===== config.mk =====
export PLATFORM = sky130hd
export DESIGN_NAME = stopwatch_ctrl_flat
export DESIGN_NICKNAME = d
export VERILOG_FILES = /design/src/rtl/stopwatch_ctrl_if.sv /design/src/rtl/stopwatch_ctrl.sv /design/src/flat_wrapper.sv
export SDC_FILE = /design/constraint.sdc
export NUM_CORES = 1
export LEC_CHECK = 0
export CELL_PAD_IN_SITES_DETAIL_PLACEMENT = 1
export CELL_PAD_IN_SITES_GLOBAL_PLACEMENT = 1
export CORE_ASPECT_RATIO = 0.6
export CORE_UTILIZATION = 35
export DETAILED_ROUTE_END_ITERATION = 8
export DONT_BUFFER_PORTS = 1
export PLACE_DENSITY_LB_ADDON = 0.1
export SYNTH_ARGS = -nofsm -noshare
export SYNTH_HDL_FRONTEND = slang
export SYNTH_SLANG_ARGS = --single-unit

===== constraint.sdc =====
create_clock -name clk -period 5.3 [get_ports clk]
set_input_delay 0.795 -clock clk [delete_from_list [all_inputs] [get_ports clk]]
set_output_delay 0.795 -clock clk [all_outputs]
set_load 0.01 [all_outputs]

===== src/rtl/stopwatch_ctrl_if.sv =====
// Command/status bundle between a stopwatch front panel (master) and
// stopwatch_ctrl (slave).
interface stopwatch_ctrl_if;
  logic       start;
  logic       stop;
  logic       clear;
  logic       dir;
  logic [7:0] preset;
  logic [7:0] bcd;
  logic       tick;
  logic [1:0] state;
  logic       running;
  logic       done;

  modport master (
    output start, stop, clear, dir, preset,
    input  bcd, tick, state, running, done
  );

  modport slave (
    input  start, stop, clear, dir, preset,
    output bcd, tick, state, running, done
  );
endinterface


===== src/rtl/stopwatch_ctrl.sv =====
// Stopwatch / countdown controller: prescaler tick enable, two-digit BCD
// up/down counter and the start/stop/clear sequencing FSM.
module stopwatch_ctrl #(
  parameter int TICK_DIV = 25_000_000,
  parameter int PRE_W    = 25
) (
  input  logic            clk,
  input  logic            reset,
  stopwatch_ctrl_if.slave sw
);

  typedef enum logic [1:0] {
    ST_IDLE  = 2'b00,
    ST_RUN   = 2'b01,
    ST_PAUSE = 2'b10,
    ST_DONE  = 2'b11
  } state_e;

  localparam logic [PRE_W-1:0] PRE_LAST = PRE_W'(TICK_DIV - 1);
  localparam logic [PRE_W-1:0] PRE_ZERO = {PRE_W{1'b0}};
  localparam logic [PRE_W-1:0] PRE_ONE  = PRE_W'(1);

  function automatic logic [3:0] clamp_nib(input logic [3:0] n);
    logic [3:0] r;
    if (n > 4'd9) r = 4'd9;
    else          r = n;
    return r;
  endfunction

  function automatic logic [7:0] bcd_inc(input logic [7:0] v);
    logic [3:0] t;
    logic [3:0] u;
    t = v[7:4];
    u = v[3:0];
    if (u >= 4'd9) begin
      u = 4'd0;
      if (t >= 4'd9) t = 4'd0;
      else           t = t + 4'd1;
    end else begin
      u = u + 4'd1;
    end
    return {t, u};
  endfunction

  function automatic logic [7:0] bcd_dec(input logic [7:0] v);
    logic [3:0] t;
    logic [3:0] u;
    t = v[7:4];
    u = v[3:0];
    if (u == 4'd0) begin
      u = 4'd9;
      if (t == 4'd0) t = 4'd9;
      else           t = t - 4'd1;
    end else begin
      u = u - 4'd1;
    end
    return {t, u};
  endfunction

  state_e           state_q,     state_d;
  logic [7:0]       bcd_q,       bcd_d;
  logic             tick_q,      tick_d;
  logic             running_q,   running_d;
  logic             done_q,      done_d;
  logic [PRE_W-1:0] pre_q,       pre_d;
  logic             dir_q,       dir_d;
  logic [7:0]       tgt_q,       tgt_d;
  logic             start_dly_q, start_dly_d;
  logic             stop_dly_q,  stop_dly_d;
  logic             clear_dly_q, clear_dly_d;

  logic       cmd_start_s, cmd_stop_s, cmd_clear_s;
  logic       wrap_s, term_s;
  logic [7:0] cnt_next_s, tgt_new_s;

  // Next-state, counter and prescaler decode.
  always_comb begin
    start_dly_d = sw.start;
    stop_dly_d  = sw.stop;
    clear_dly_d = sw.clear;

    // Coinciding edges resolve clear > stop > start.
    cmd_clear_s = sw.clear & ~clear_dly_q;
    cmd_stop_s  = sw.stop & ~stop_dly_q & ~cmd_clear_s;
    cmd_start_s = sw.start & ~start_dly_q & ~(sw.stop & ~stop_dly_q) & ~cmd_clear_s;

    wrap_s     = (pre_q == PRE_LAST);
    cnt_next_s = dir_q ? bcd_dec(bcd_q) : bcd_inc(bcd_q);
    term_s     = dir_q ? (cnt_next_s == 8'h00)
                       : ((tgt_q != 8'h00) && (cnt_next_s == tgt_q));
    tgt_new_s  = {clamp_nib(sw.preset[7:4]), clamp_nib(sw.preset[3:0])};

    state_d = state_q;
    bcd_d   = bcd_q;
    tick_d  = 1'b0;
    pre_d   = pre_q;
    dir_d   = dir_q;
    tgt_d   = tgt_q;

    case (state_q)
      ST_IDLE, ST_DONE: begin
        if (cmd_clear_s) begin
          state_d = ST_IDLE;
          bcd_d   = 8'h00;
          pre_d   = PRE_ZERO;
        end else if (cmd_start_s) begin
          dir_d = sw.dir;
          tgt_d = tgt_new_s;
          pre_d = PRE_ZERO;
          if (!sw.dir) begin
            bcd_d   = 8'h00;
            state_d = ST_RUN;
          end else if (tgt_new_s == 8'h00) begin
            bcd_d   = 8'h00;
            state_d = ST_DONE;
          end else begin
            bcd_d   = tgt_new_s;
            state_d = ST_RUN;
          end
        end else begin
          state_d = state_q;
        end
      end
      ST_RUN: begin
        if (cmd_clear_s) begin
          state_d = ST_IDLE;
          bcd_d   = 8'h00;
          pre_d   = PRE_ZERO;
        end else if (wrap_s) begin
          // A terminal count reaches DONE even if stop lands on the same edge.
          pre_d  = PRE_ZERO;
          tick_d = 1'b1;
          bcd_d  = cnt_next_s;
          if (term_s)          state_d = ST_DONE;
          else if (cmd_stop_s) state_d = ST_PAUSE;
          else                 state_d = ST_RUN;
        end else if (cmd_stop_s) begin
          state_d = ST_PAUSE;
        end else begin
          pre_d = pre_q + PRE_ONE;
        end
      end
      ST_PAUSE: begin
        if (cmd_clear_s) begin
          state_d = ST_IDLE;
          bcd_d   = 8'h00;
          pre_d   = PRE_ZERO;
        end else if (cmd_start_s) begin
          state_d = ST_RUN;
        end else begin
          state_d = ST_PAUSE;
        end
      end
      default: begin
        state_d = ST_IDLE;
        bcd_d   = 8'h00;
        pre_d   = PRE_ZERO;
      end
    endcase

    running_d = (state_d == ST_RUN);
    done_d    = (state_d == ST_DONE);
  end

  // State, datapath and output registers.
  always_ff @(posedge clk or posedge reset) begin
    if (reset) begin
      state_q     <= ST_IDLE;
      bcd_q       <= 8'h00;
      tick_q      <= 1'b0;
      running_q   <= 1'b0;
      done_q      <= 1'b0;
      pre_q       <= PRE_ZERO;
      dir_q       <= 1'b0;
      tgt_q       <= 8'h00;
      start_dly_q <= 1'b0;
      stop_dly_q  <= 1'b0;
      clear_dly_q <= 1'b0;
    end else begin
      state_q     <= state_d;
      bcd_q       <= bcd_d;
      tick_q      <= tick_d;
      running_q   <= running_d;
      done_q      <= done_d;
      pre_q       <= pre_d;
      dir_q       <= dir_d;
      tgt_q       <= tgt_d;
      start_dly_q <= start_dly_d;
      stop_dly_q  <= stop_dly_d;
      clear_dly_q <= clear_dly_d;
    end
  end

  assign sw.bcd     = bcd_q;
  assign sw.tick    = tick_q;
  assign sw.state   = state_q;
  assign sw.running = running_q;
  assign sw.done    = done_q;

endmodule


===== src/flat_wrapper.sv =====
// flat-port wrapper written by rule: the top's interface ports become plain ports
module stopwatch_ctrl_flat 
#(
  parameter int TICK_DIV = 25_000_000,
  parameter int PRE_W    = 25
)
  (clk, reset, sw_start, sw_stop, sw_clear, sw_dir, sw_preset, sw_bcd, sw_tick, sw_state, sw_running, sw_done);
  stopwatch_ctrl_if sw_i ();
  input  logic clk;
  input  logic reset;
  input wire logic [$bits(sw_i.start)-1:0] sw_start;
  input wire logic [$bits(sw_i.stop)-1:0] sw_stop;
  input wire logic [$bits(sw_i.clear)-1:0] sw_clear;
  input wire logic [$bits(sw_i.dir)-1:0] sw_dir;
  input wire logic [$bits(sw_i.preset)-1:0] sw_preset;
  output wire logic [$bits(sw_i.bcd)-1:0] sw_bcd;
  output wire logic [$bits(sw_i.tick)-1:0] sw_tick;
  output wire logic [$bits(sw_i.state)-1:0] sw_state;
  output wire logic [$bits(sw_i.running)-1:0] sw_running;
  output wire logic [$bits(sw_i.done)-1:0] sw_done;
  assign sw_i.start = sw_start;
  assign sw_i.stop = sw_stop;
  assign sw_i.clear = sw_clear;
  assign sw_i.dir = sw_dir;
  assign sw_i.preset = sw_preset;
  assign sw_bcd = sw_i.bcd;
  assign sw_tick = sw_i.tick;
  assign sw_state = sw_i.state;
  assign sw_running = sw_i.running;
  assign sw_done = sw_i.done;
  stopwatch_ctrl #(.TICK_DIV(TICK_DIV), .PRE_W(PRE_W)) u_core (.clk(clk), .reset(reset), .sw(sw_i));
endmodule

After elaboration in Yosys (flattened, before gate mapping):

Cells that the tools add are included.
Widths: inputs -> output; s select.

* flip-flop bits (word level): 50
* latch bits: 0
* memory bits (writable): 0
* ROM bits: 0
* input bits: 14
* output and inout port bits: 13
* word-level logic and storage cells: 93
* memories: 0

* $add $sub $neg: 5
* multiply operators: 0
* div/mod/pow operators: 0
* $lt $le $gt $ge: 4
* eq/ne operators: 11
* shifts and indexed selects: 0
* mux-type cells: 40
* bitwise operators: 11
* reduce and logical (&&, ||, !) cells: 11

Operators with widths (count)
* $mux 25: 6
* $pmux 25 s3: 1
* $mux 8: 8
* $mux 4: 8
* $add 25x1->25 const B: 1
* $eq 25x25->1 const B: 1
* $pmux 8 s3: 1
* $mux 2: 11
* $logic_not 8->1: 2
* $reduce_and 3->1: 3
* $add 4x1->4 const B: 2
* $eq 8x8->1: 1
* $ge 4x4->1 const B: 2
* $gt 4x4->1 const B: 2
* $logic_not 4->1: 2
* $reduce_bool 8->1: 1
* $sub 4x1->4 const B: 2
* $and 1x1->1: 6
* $eq 2x2->1 const B: 3
* $ne 3x1->1 const B: 2
* $pmux 2 s3: 1
* $not 1->1: 5
* $eq 2x1->1 const B: 2
* $mux 1: 4
* other kinds (5): 5

Longest topological paths before layout:

* depth after elaboration: 12
* mapped depth: 11
* depth with buffers taken out: 10

Least setup slack after synthesis:

OpenSTA, ideal clock, no wires.

* path kind: reg-to-reg
* start point: register u_core.bcd_q[0] (netlist: u_core.sw.bcd[0])
* end point: register u_core.running_q (netlist: u_core.sw.running)
* setup time: 124 ps
* arrival: 2526 ps
* data required time: 5176 ps
* path slack: 2650 ps
* cell stages (with the launch flop): 10
* buffers on the path: 0
* period minus slack after synthesis: 2650 ps
* cell sequence: dfrtp_1 -> inv_1 -> ha_1 -> or3b_4 -> a21o_1 -> mux4_2 -> xnor2_1 -> a41oi_1 -> a31oi_2 -> nor2b_1

* word-level cells in the longest chain between the ends: 11
* elaborated cells between the ends (all ways): 18
* those cells by class: 2 x add/sub; 1 x order compare; 2 x eq/ne; 10 x mux; 3 x reduce/logical

Ends and longest elaborated chain
* start: declaration: line stopwatch_ctrl.sv:61 `logic [7:0] bcd_q, bcd_d;`
* start signal: assignment: line stopwatch_ctrl.sv:169 `bcd_q <= 8'h00;`
* start signal: assignment: line stopwatch_ctrl.sv:181 `bcd_q <= bcd_d;`
* $add 4x1->4 (tied with other cells): line stopwatch_ctrl.sv:40 `u = u + 4'd1;`
* $mux 4 (on tied branches): line stopwatch_ctrl.sv:35, stopwatch_ctrl.sv:50
* $mux 8 (*): line stopwatch_ctrl.sv:88 `cnt_next_s = dir_q ? bcd_dec(bcd_q) : bcd_inc(bcd_q);`
* $eq 8x8->1: line stopwatch_ctrl.sv:90 `: ((tgt_q != 8'h00) && (cnt_next_s == tgt_q));`
* $logic_and 1x1->1: line stopwatch_ctrl.sv:90
* $mux 1 (*): line stopwatch_ctrl.sv:89 `term_s = dir_q ? (cnt_next_s == 8'h00)`
* $mux 2 (*): line stopwatch_ctrl.sv:134 `if (term_s) state_d = ST_DONE;`
* $mux 2 (*): line stopwatch_ctrl.sv:129 `end else if (wrap_s) begin`
* $mux 2 (*): line stopwatch_ctrl.sv:125 `if (cmd_clear_s) begin`
* $pmux 2 s3 (*): line stopwatch_ctrl.sv:100 `case (state_q)`
* net u_core.state_d[0]: line stopwatch_ctrl.sv:60 `state_e state_q, state_d;`
* $eq 2x1->1 (*): line stopwatch_ctrl.sv:161 `running_d = (state_d == ST_RUN);`
* net u_core.running_d: line stopwatch_ctrl.sv:63 `logic running_q, running_d;`
* end signal: assignment: line stopwatch_ctrl.sv:183 `running_q <= running_d;`
* end: declaration: line stopwatch_ctrl.sv:63

Mark *: on every way through the listed nets, which the timed path passes. The rest lies on a longest branch.
A chain may end at the register's enable or synchronous reset.

Worst setup path in the final report:

Same ends and word-level chain as after synthesis.

==> results.json <==
{
  "outcome": "completed",
  "tightest_slew_ns": 0.911,
  "synthToLayoutAreaGrowth_pct": 9.48,
  "drive_above_1_share_pct": 9.12,
  "seq_area_um2": 1250,
  "relSlewSlack_pct": 39.3,
  "grt_max_degree": 51,
  "fp.coreArea_um2": 8590,
  "ys.flop_type": "dfrtp_1",
  "fin_cells": 452,
  "synth_seq_cells": 50,
  "drt_wl_total_um": 8700,
  "synth_area_um2": 3130,
  "max-cap-violations": 0,
  "place_inst": 444,
  "pwr-share-clk_pct": 39.6,
  "total_leakage_power_uw": 0.00137,
  "synth_nets": 366,
  "clock.fmax_mhz": 306,
  "fillerInstances": 1024,
  "vias": 2531,
  "antenna_found_initial": 0,
  "grt_pass1_wl_um": 13900,
  "yosysWarningCount": 0,
  "num_io_pins": 27,
  "port_buffers": 0,
  "powerDensity_nw_per_um2": 316,
  "fp.dieW_um": 124,
  "grt_pass1_vias": 2458,
  "path_class": "flip-flop to flip-flop",
  "cts_resized": 0,
  "cts_setup_buffers": 0,
  "numCtsBuffers": 5,
  "track_usage_pct": 20.3,
  "gp_congestion": 0.849,
  "cts-htree-levels": 2,
  "finalClockSkew_ns": 0.00310,
  "setup_viol": 0,
  "antenna_left": 0,
  "cts-root-buf": "clkbuf_16",
  "intPower_uw": 769,
  "synth_edf_count": 0,
  "arrival_ns": 3.47,
  "viasPerCell": 5.60,
  "syn_area_per_cell_um2": 9.12,
  "clkTransAtPathRegs_ns": 0.07,
  "period_share_pct": 61.6,
  "switching_share_pct": 29.0,
  "period_needed_ns": 3.27,
  "p_seq_share_pct": 41.2,
  "std_cell_rows": 26,
  "drc": 0,
  "ir_worst_vdd_v": 0.000175,
  "critPathLaunchType": "flip-flop",
  "diodes": 0,
  "firstDrtPassIters": 4,
  "synth.distinct_cells": 66,
  "clk_latency_ns": 0.29,
  "cp_max_fo": 10,
  "async_flop_share_pct": 100,
  "rsz0062_at_grt": "no",
  "worstPathRequired_ns": 5.50,
  "drtIter0Drc": 145,
  "combPwrFrac_pct": 19.2,
  "final_nets": 362,
  "cts_hold_buf": 0,
  "switchingPower_uw": 314,
  "clk_path_buf_depth": 2,
  "grt_overflow": 0,
  "routedWlPerCell_um": 19.2,
  "hold_violations": 0,
  "cts.sinks": 50,
  "hp-class": "input port to flip-flop",
  "hpwl_um": 6660,
  "cts_tree": "done",
  "fp.dieH_um": 75.2,
  "synth_cells": 343,
  "worstSetupEndpointType": "flip-flop",
  "drv_slew": 0,
  "yosysSeqAreaShare_pct": 40.0,
  "setup_tns_ns": 0,
  "die-area_um2": 9330,
  "start_util_pct": 36.4,
  "multi_input_area_um2": 1750
}
[per-layer routing]
metal	GRT usage [%]	up-vias	share of wire (%)
met4	3.17	0	0.69
li1	-	1217	-
met2	25.4	63	36
met5	0	-	0
met3	5.61	5	6.7
met1	33.3	1246	56
[cells by family after synthesis]
group	share of synthesized area [%]
buf+inv	3.88
mux	3.20
fa+ha+maj	3.60
simple gates	25.9
xor+xnor	7.56
flops	40.0
compound gates	15.9
[cell type report]
cell class / instances / area share [%]
Clock buffer: 6 / 4.06
Inverter: 17 / 1.86
Sequential cell: 50 / 36.5
Timing Repair Buffer: 2 / 0.439
Multi-Input combinational cell: 263 / 51.2
Clock inverter: 2 / 1.75
Tap cell: 112 / 4.09
[placed cells by master (no fill, tap or decap), types with 3 or more instances in the layout]
cell / instances
and2_1: 3
nand3_1: 13
nor2b_1: 7
o21ai_0: 15
nand2b_1: 8
nor4_1: 5
xor2_1: 14
a21oi_1: 13
xnor2_1: 13
inv_1: 16
a32oi_1: 4
nand4b_1: 3
nor3_1: 8
ha_1: 9
nand4_1: 8
a31oi_1: 4
o211ai_1: 3
nand2_1: 29
dfrtp_1: 50
nor2_1: 39
or3_1: 4
and3_1: 5
mux2_2: 5
clkbuf_16: 5
o22ai_1: 5
[final timing paths]
kind                                  start            endpoint  slack [ns]  cells after the start
min in group asynchronous             reset    u_core.pre_q[18]        0.56                      2
max reg2reg                u_core.sw.bcd[0]   u_core.sw.running        2.03                      9
max                        u_core.sw.bcd[0]   u_core.sw.running        2.03                      9
min                                sw_start  u_core.start_dly_q        0.53                      0
max in group asynchronous             reset     u_core.tgt_q[1]        4.30                      2
min reg2reg                 u_core.tgt_q[1]     u_core.tgt_q[1]        0.53                      2
[sequential cells by signal (all words and copies together), names as in the netlist]
name / cells
u_core.pre_q: 25
u_core.sw.bcd: 8
u_core.tgt_q: 8
u_core.sw.state: 2
u_core.clear_dly_q: 1
u_core.dir_q: 1
u_core.start_dly_q: 1
u_core.stop_dly_q: 1
u_core.sw.done: 1
u_core.sw.running: 1
u_core.sw.tick: 1
[cells in the mapped netlist, drive strengths merged (4+ instances only)]
cell / instances / area share (%)
o22ai: 5 / 1.0
nor3: 10 / 1.9
dfrtp: 50 / 40
and3: 5 / 1.0
inv: 17 / 2.0
xor2: 14 / 3.9
nand2b: 8 / 1.6
clkbuf: 10 / 1.2
mux2: 6 / 2.2
or3: 4 / 0.80
a21oi: 13 / 2.1
nand2: 30 / 3.7
nand3: 13 / 2.1
a31oi: 5 / 1.2
o21ai: 18 / 3.0
nor4: 8 / 2.5
nor2: 39 / 4.7
nor2b: 7 / 1.4
xnor2: 13 / 3.6
ha: 9 / 3.6
a32oi: 4 / 1.1
nand4: 8 / 1.6
[power groups by stage]
stage / sequential, µW / clock, µW / combinational, µW
final: 446 / 429 / 208
after global placement: 454 / 0 / 200
after global routing: 452 / 455 / 227
after detailed placement: 454 / 0 / 205
after floorplan: 433 / 0 / 169
after CTS: 446 / 440 / 207
[metrics by stage]
step                power (µW)  area [µm²]  hold slack (ns)  setup WS, ns  utilization [%]
floorplan                  602        3130            0.469          2.65                -
global placement           654        3220            0.510          2.19             37.5
detailed placement         659        3220            0.517          2.13             37.5
CTS                       1090        3420            0.517          2.09             39.9
global route              1130        3420            0.512          1.89             39.9
finish                    1080        3420            0.525          2.03             39.9
[worst max-delay path, stage by stage (launching register included)]
cell and delay, ns:
dfrtp_1 0.53, inv_1 0.15, ha_1 0.27, or3b_4 0.45, a21o_1 0.18, mux4_2 0.54
nor4_1 0.43, a41oi_1 0.16, a31oi_2 0.24, nor2b_1 0.22
Note: power is estimated with default switching activity, not from simulation.
==> RTL change 1, RTL diff (same flow settings) <==
Reset style: synchronous (`reset`), changed in one clocked block.
--- a/src/rtl/stopwatch_ctrl.sv
+++ b/src/rtl/stopwatch_ctrl.sv
@@ -164,5 +164,5 @@
 
   // State, datapath and output registers.
-  always_ff @(posedge clk or posedge reset) begin
+  always_ff @(posedge clk) begin
     if (reset) begin
       state_q     <= ST_IDLE;
Behaviour: differs if reset is asserted again (counterexample within 4 cycles, from zero or initial values and one cycle with reset high); with reset held inactive, the same outputs for 10 cycles.
==> RTL change 1 against the unedited design <==
Via count rose by 11%; setup slack improved by 65 ps; synthesized area fell by 2.1%; non-clock buffer count is 1 higher; critical path depth grew 2; total power is 10% lower; maximum frequency grew 2.0%; final area is 4.0% lower; wire length grew 6.0%; clock skew is 2.2 ps higher; sequential cell count unchanged; sequential share of layout area down 6.1 points; critical path type unchanged.
==> RTL change 1: results <==
{
  "status": "complete, no violations",
  "path_clk_slew_ps": 60,
  "drt_first_iter_violations": 134,
  "synth_top_cells_by_count": "nor2_1 (62), dfxtp_1 (50), a21oi_1 (27), nand2_1 (22), nand3_1 (18)",
  "wl_per_cell_um": 18.8,
  "num_vias": 2799,
  "grt_max_degree": 26,
  "fmax_ghz": 0.312,
  "ys_seq_area_frac": 0.327,
  "cts.path.max_buffers": 2,
  "worst_hold_path_type": "reg2reg",
  "n_fill_cell": 958,
  "dp_hpwl_mm": 7.05,
  "cts_made_buffers": 5,
  "leakage_nw": 1.12,
  "place_inst": 482,
  "synth-main-ff-cell": "dfxtp_1",
  "crit_arrival_ps": 3430,
  "grt_pass1_wl_mm": 14.8,
  "antenna_cells": 0,
  "largest_reg_flops": 25,
  "grt_pass1_vias": 2638,
  "dp_slack_ps": 2180,
  "vdd_drop_max_v": 0.000119,
  "grtUsageTotal": 0.216,
  "netlist_top_cells_area": "dfxtp_1 (33%), nor2_1 (7.6%), a21oi_1 (4.4%)",
  "skew_ps": 5.32,
  "relSlewSlack": 0.533,
  "gp_congestion": 0.845,
  "antenna_found_initial": 0,
  "drive_above_1_share": 0.0709,
  "htreeDepth": 2,
  "largest-register": "u_core.pre_q",
  "numPortBuffers": 0,
  "crit_fanout": 9,
  "final_nets": 404,
  "clock_latency_ps": 290,
  "viasPerCell": 5.72,
  "post_cts_resized": 0,
  "post_cts_buffers": 0,
  "synth_cell_types": 56,
  "netlist_instances": 388,
  "finalSetupViolCount": 0,
  "root_buffer": "clkbuf_16",
  "first_pass_iters": 4,
  "yosys_warnings": 0,
  "synth_nets": 411,
  "async_flop_share": 0
}
## RTL change 1: changes by cell type in the layout (fill, tap and decap cells not counted), moves of 7 or more
cell      delta
dfrtp_1     -50
dfxtp_1     +50
nor2_1      +23
a21oi_1     +14
a211oi_1     +9
and3_1       +7
nand2_1      -7
## RTL change 1: path summary, 6_finish.rpt
path,start,end,slack (ps),cells past startpoint
hold reg to reg,u_core.pre_q[1],u_core.pre_q[1],510,2
setup / recovery,u_core.sw.bcd[0],u_core.sw.done,2100,11
setup reg to reg,u_core.sw.bcd[0],u_core.sw.done,2100,11
hold / removal,u_core.pre_q[1],u_core.pre_q[1],510,2
## RTL change 1: routing by layer
metal	up-vias	track usage	share of wire
met5	-	0	0
met4	0	0.0407	0.0048
met3	4	0.0621	0.066
met2	61	0.270	0.34
met1	1375	0.348	0.59
li1	1359	-	-
## RTL change 1: area by class of cell
cell class | count | share of cell area
clock buffer | 6 | 0.0392
inverter | 16 | 0.0183
sequential | 50 | 0.305
multi-input combinational | 305 | 0.588
timing repair buffer | 3 | 0.00685
tap | 108 | 0.0411
clock inverter | 1 | 0.00228
## RTL change 1: cell families after synthesis
kind of cell | Yosys count | share of synthesized area
AND/OR/NAND/NOR | 183 | 0.327
AO/OA/AOI/OAI | 80 | 0.168
flip-flops | 50 | 0.327
buffers and inverters | 33 | 0.0421
XOR/XNOR | 25 | 0.0715
adder cells (fa/ha/maj) | 9 | 0.0368
multiplexers | 8 | 0.0270
## RTL change 1: report_power, final
| part | internal, W | switching [W] | leakage, nW | total [W] |
|---|---|---|---|---|
| logic | 0.0000908 | 0.000148 | 0.655 | 0.000238 |
| clock network | 0.000173 | 0.000140 | 0.0629 | 0.000313 |
| registers | 0.000391 | 0.0000312 | 0.405 | 0.000422 |
## RTL change 1: worst max-delay path, cell delays in order (launching register included)
cell     delay (ps)
dfxtp_1         410
inv_1           230
ha_1            360
nor3b_2         490
o221a_2         300
o32ai_2         110
mux2i_1         160
nor4b_2         340
nand4_1         180
a31oi_1         350
nor2_1          110
nor2_1          100
## RTL change 1: metrics by stage
step	hold slack [ps]	cell area [µm²]
floorplan	457	3060
global placement	487	3150
detailed placement	502	3150
CTS	514	3290
global route	533	3290
finish	512	3290
==> RTL change 2, RTL diff (config.mk and constraints unchanged) <==
Without the edit above. `PRE_W` is set to 25 in 2 places; all go to 50.
--- a/src/rtl/stopwatch_ctrl.sv
+++ b/src/rtl/stopwatch_ctrl.sv
@@ -3,5 +3,5 @@
 module stopwatch_ctrl #(
   parameter int TICK_DIV = 25_000_000,
-  parameter int PRE_W    = 25
+  parameter int PRE_W    = 50
 ) (
   input  logic            clk,
--- a/src/flat_wrapper.sv
+++ b/src/flat_wrapper.sv
@@ -3,5 +3,5 @@
 #(
   parameter int TICK_DIV = 25_000_000,
-  parameter int PRE_W    = 25
+  parameter int PRE_W    = 50
 )
   (clk, reset, sw_start, sw_stop, sw_clear, sw_dir, sw_preset, sw_bcd, sw_tick, sw_state, sw_running, sw_done);
Check against the original RTL: same outputs for any inputs over 4 cycles, from zero or initial values and one cycle with reset high; that may be too few to reach the edited logic, so the function may still have changed.
==> RTL change 2 against the unedited design <==
Sequential share of layout area increased by 0.93 points; largest cell class unchanged; maximum frequency fell by 7.4%; synthesized area is 46% higher; critical path type unchanged; final area grew 46%; sequential cell count grew 25; combinational power rose to 3.6 times the old value; global-route usage increased by 2.3 points; setup slack worse by 260 ps; total power up 100%; via count grew 54%; final cell count grew 50%; wire length grew 61%; utilization up 0.61 points; worst hold slack worse by 47 ps.
==> RTL change 2: results <==
{
  "status": "complete, no violations",
  "netlist_top_cells_area": "dfrtp_1 (41%), xor2_1 (6.1%), nor2_1 (5.1%)",
  "multi_input_area_share": 0.509,
  "dieWidth_um": 150,
  "grtUsageTotal": 0.225,
  "nClkBuffers": 10,
  "cts.sinks": 75,
  "final_nets": 533,
  "final-clk-cell-share": 0.0590,
  "vdd_drop_max_v": 0.000223,
  "grt_pass1_vias": 3943,
  "synth_xor_area_frac": 0.0862,
  "crit_arrival_ps": 3740,
  "n_fill_cell": 1453,
  "htreeDepth": 3,
  "leakage_nw": 2.03,
  "grt.met3_usage": 0.0586,
  "cts.path.max_buffers": 2,
  "ys_seq_area_frac": 0.411,
  "buffers": 2,
  "netlist_instances": 515,
  "dp_slack_ps": 1880,
  "grt_pass1_wl_mm": 23.3,
  "routed_wl_mm": 14.0,
  "cts_made_buffers": 9,
  "place_inst": 664,
  "synth_top_cells_by_count": "dfrtp_1 (75), nor2_1 (62), nand2_1 (55), xor2_1 (32)",
  "drive_above_1_share": 0.0796,
  "drt-met1-wl_mm": 8.19,
  "synth_compound_area_frac": 0.139,
  "gp_congestion": 0.916,
  "crit_family": "compound AO/OA/AOI/OAI gates",
  "clock_latency_ps": 340,
  "synth_fa_ha_area_frac": 0.0246,
  "place_area_um2": 4710,
  "dp_hpwl_mm": 10.4,
  "num_vias": 3903,
  "grt_max_degree": 76,
  "crit_fanout": 8,
  "relSlewSlack": 0.298,
  "dr_wl_met3_um": 930,
  "slowest_stage": "dfrtp_1",
  "nonClkBufAreaFrac": 0.00300,
  "final_cells": 680,
  "seq_area_frac": 0.375,
  "first_pass_iters": 5,
  "skew_ps": 6.84,
  "largest_reg_flops": 50,
  "grt_use_met2": 0.253,
  "comb.multi_input.count": 405,
  "drt_first_iter_violations": 291,
  "multiInputGateArea_um2": 2550,
  "met1_usage": 0.389,
  "synth_nets": 538,
  "wl_met2_mm": 4.78
}
-- RTL change 2: where the power goes --
part	total (W)	switching (W)	leakage (nW)	internal [W]
clock network	0.000624	0.000259	0.135	0.000365
logic	0.000753	0.000502	0.871	0.000251
registers	0.000799	0.000164	1.02	0.000636
total	0.00218	0.000925	2.03	0.00125
-- RTL change 2: path summary, 6_finish.rpt --
| path | slack (ps) | start | cells past startpoint | endpoint |
|---|---|---|---|---|
| min in group asynchronous | 640 | reset | 2 | u_core.pre_q[21] |
| hold reg to reg | 530 | u_core.pre_q[0] | 1 | u_core.pre_q[0] |
| hold / removal | 480 | sw_stop | 0 | u_core.stop_dly_q |
| setup / recovery | 1770 | u_core.sw.bcd[4] | 11 | u_core.sw.running |
| max in group asynchronous | 3970 | reset | 2 | u_core.clear_dly_q |
| setup reg to reg | 1770 | u_core.sw.bcd[4] | 11 | u_core.sw.running |
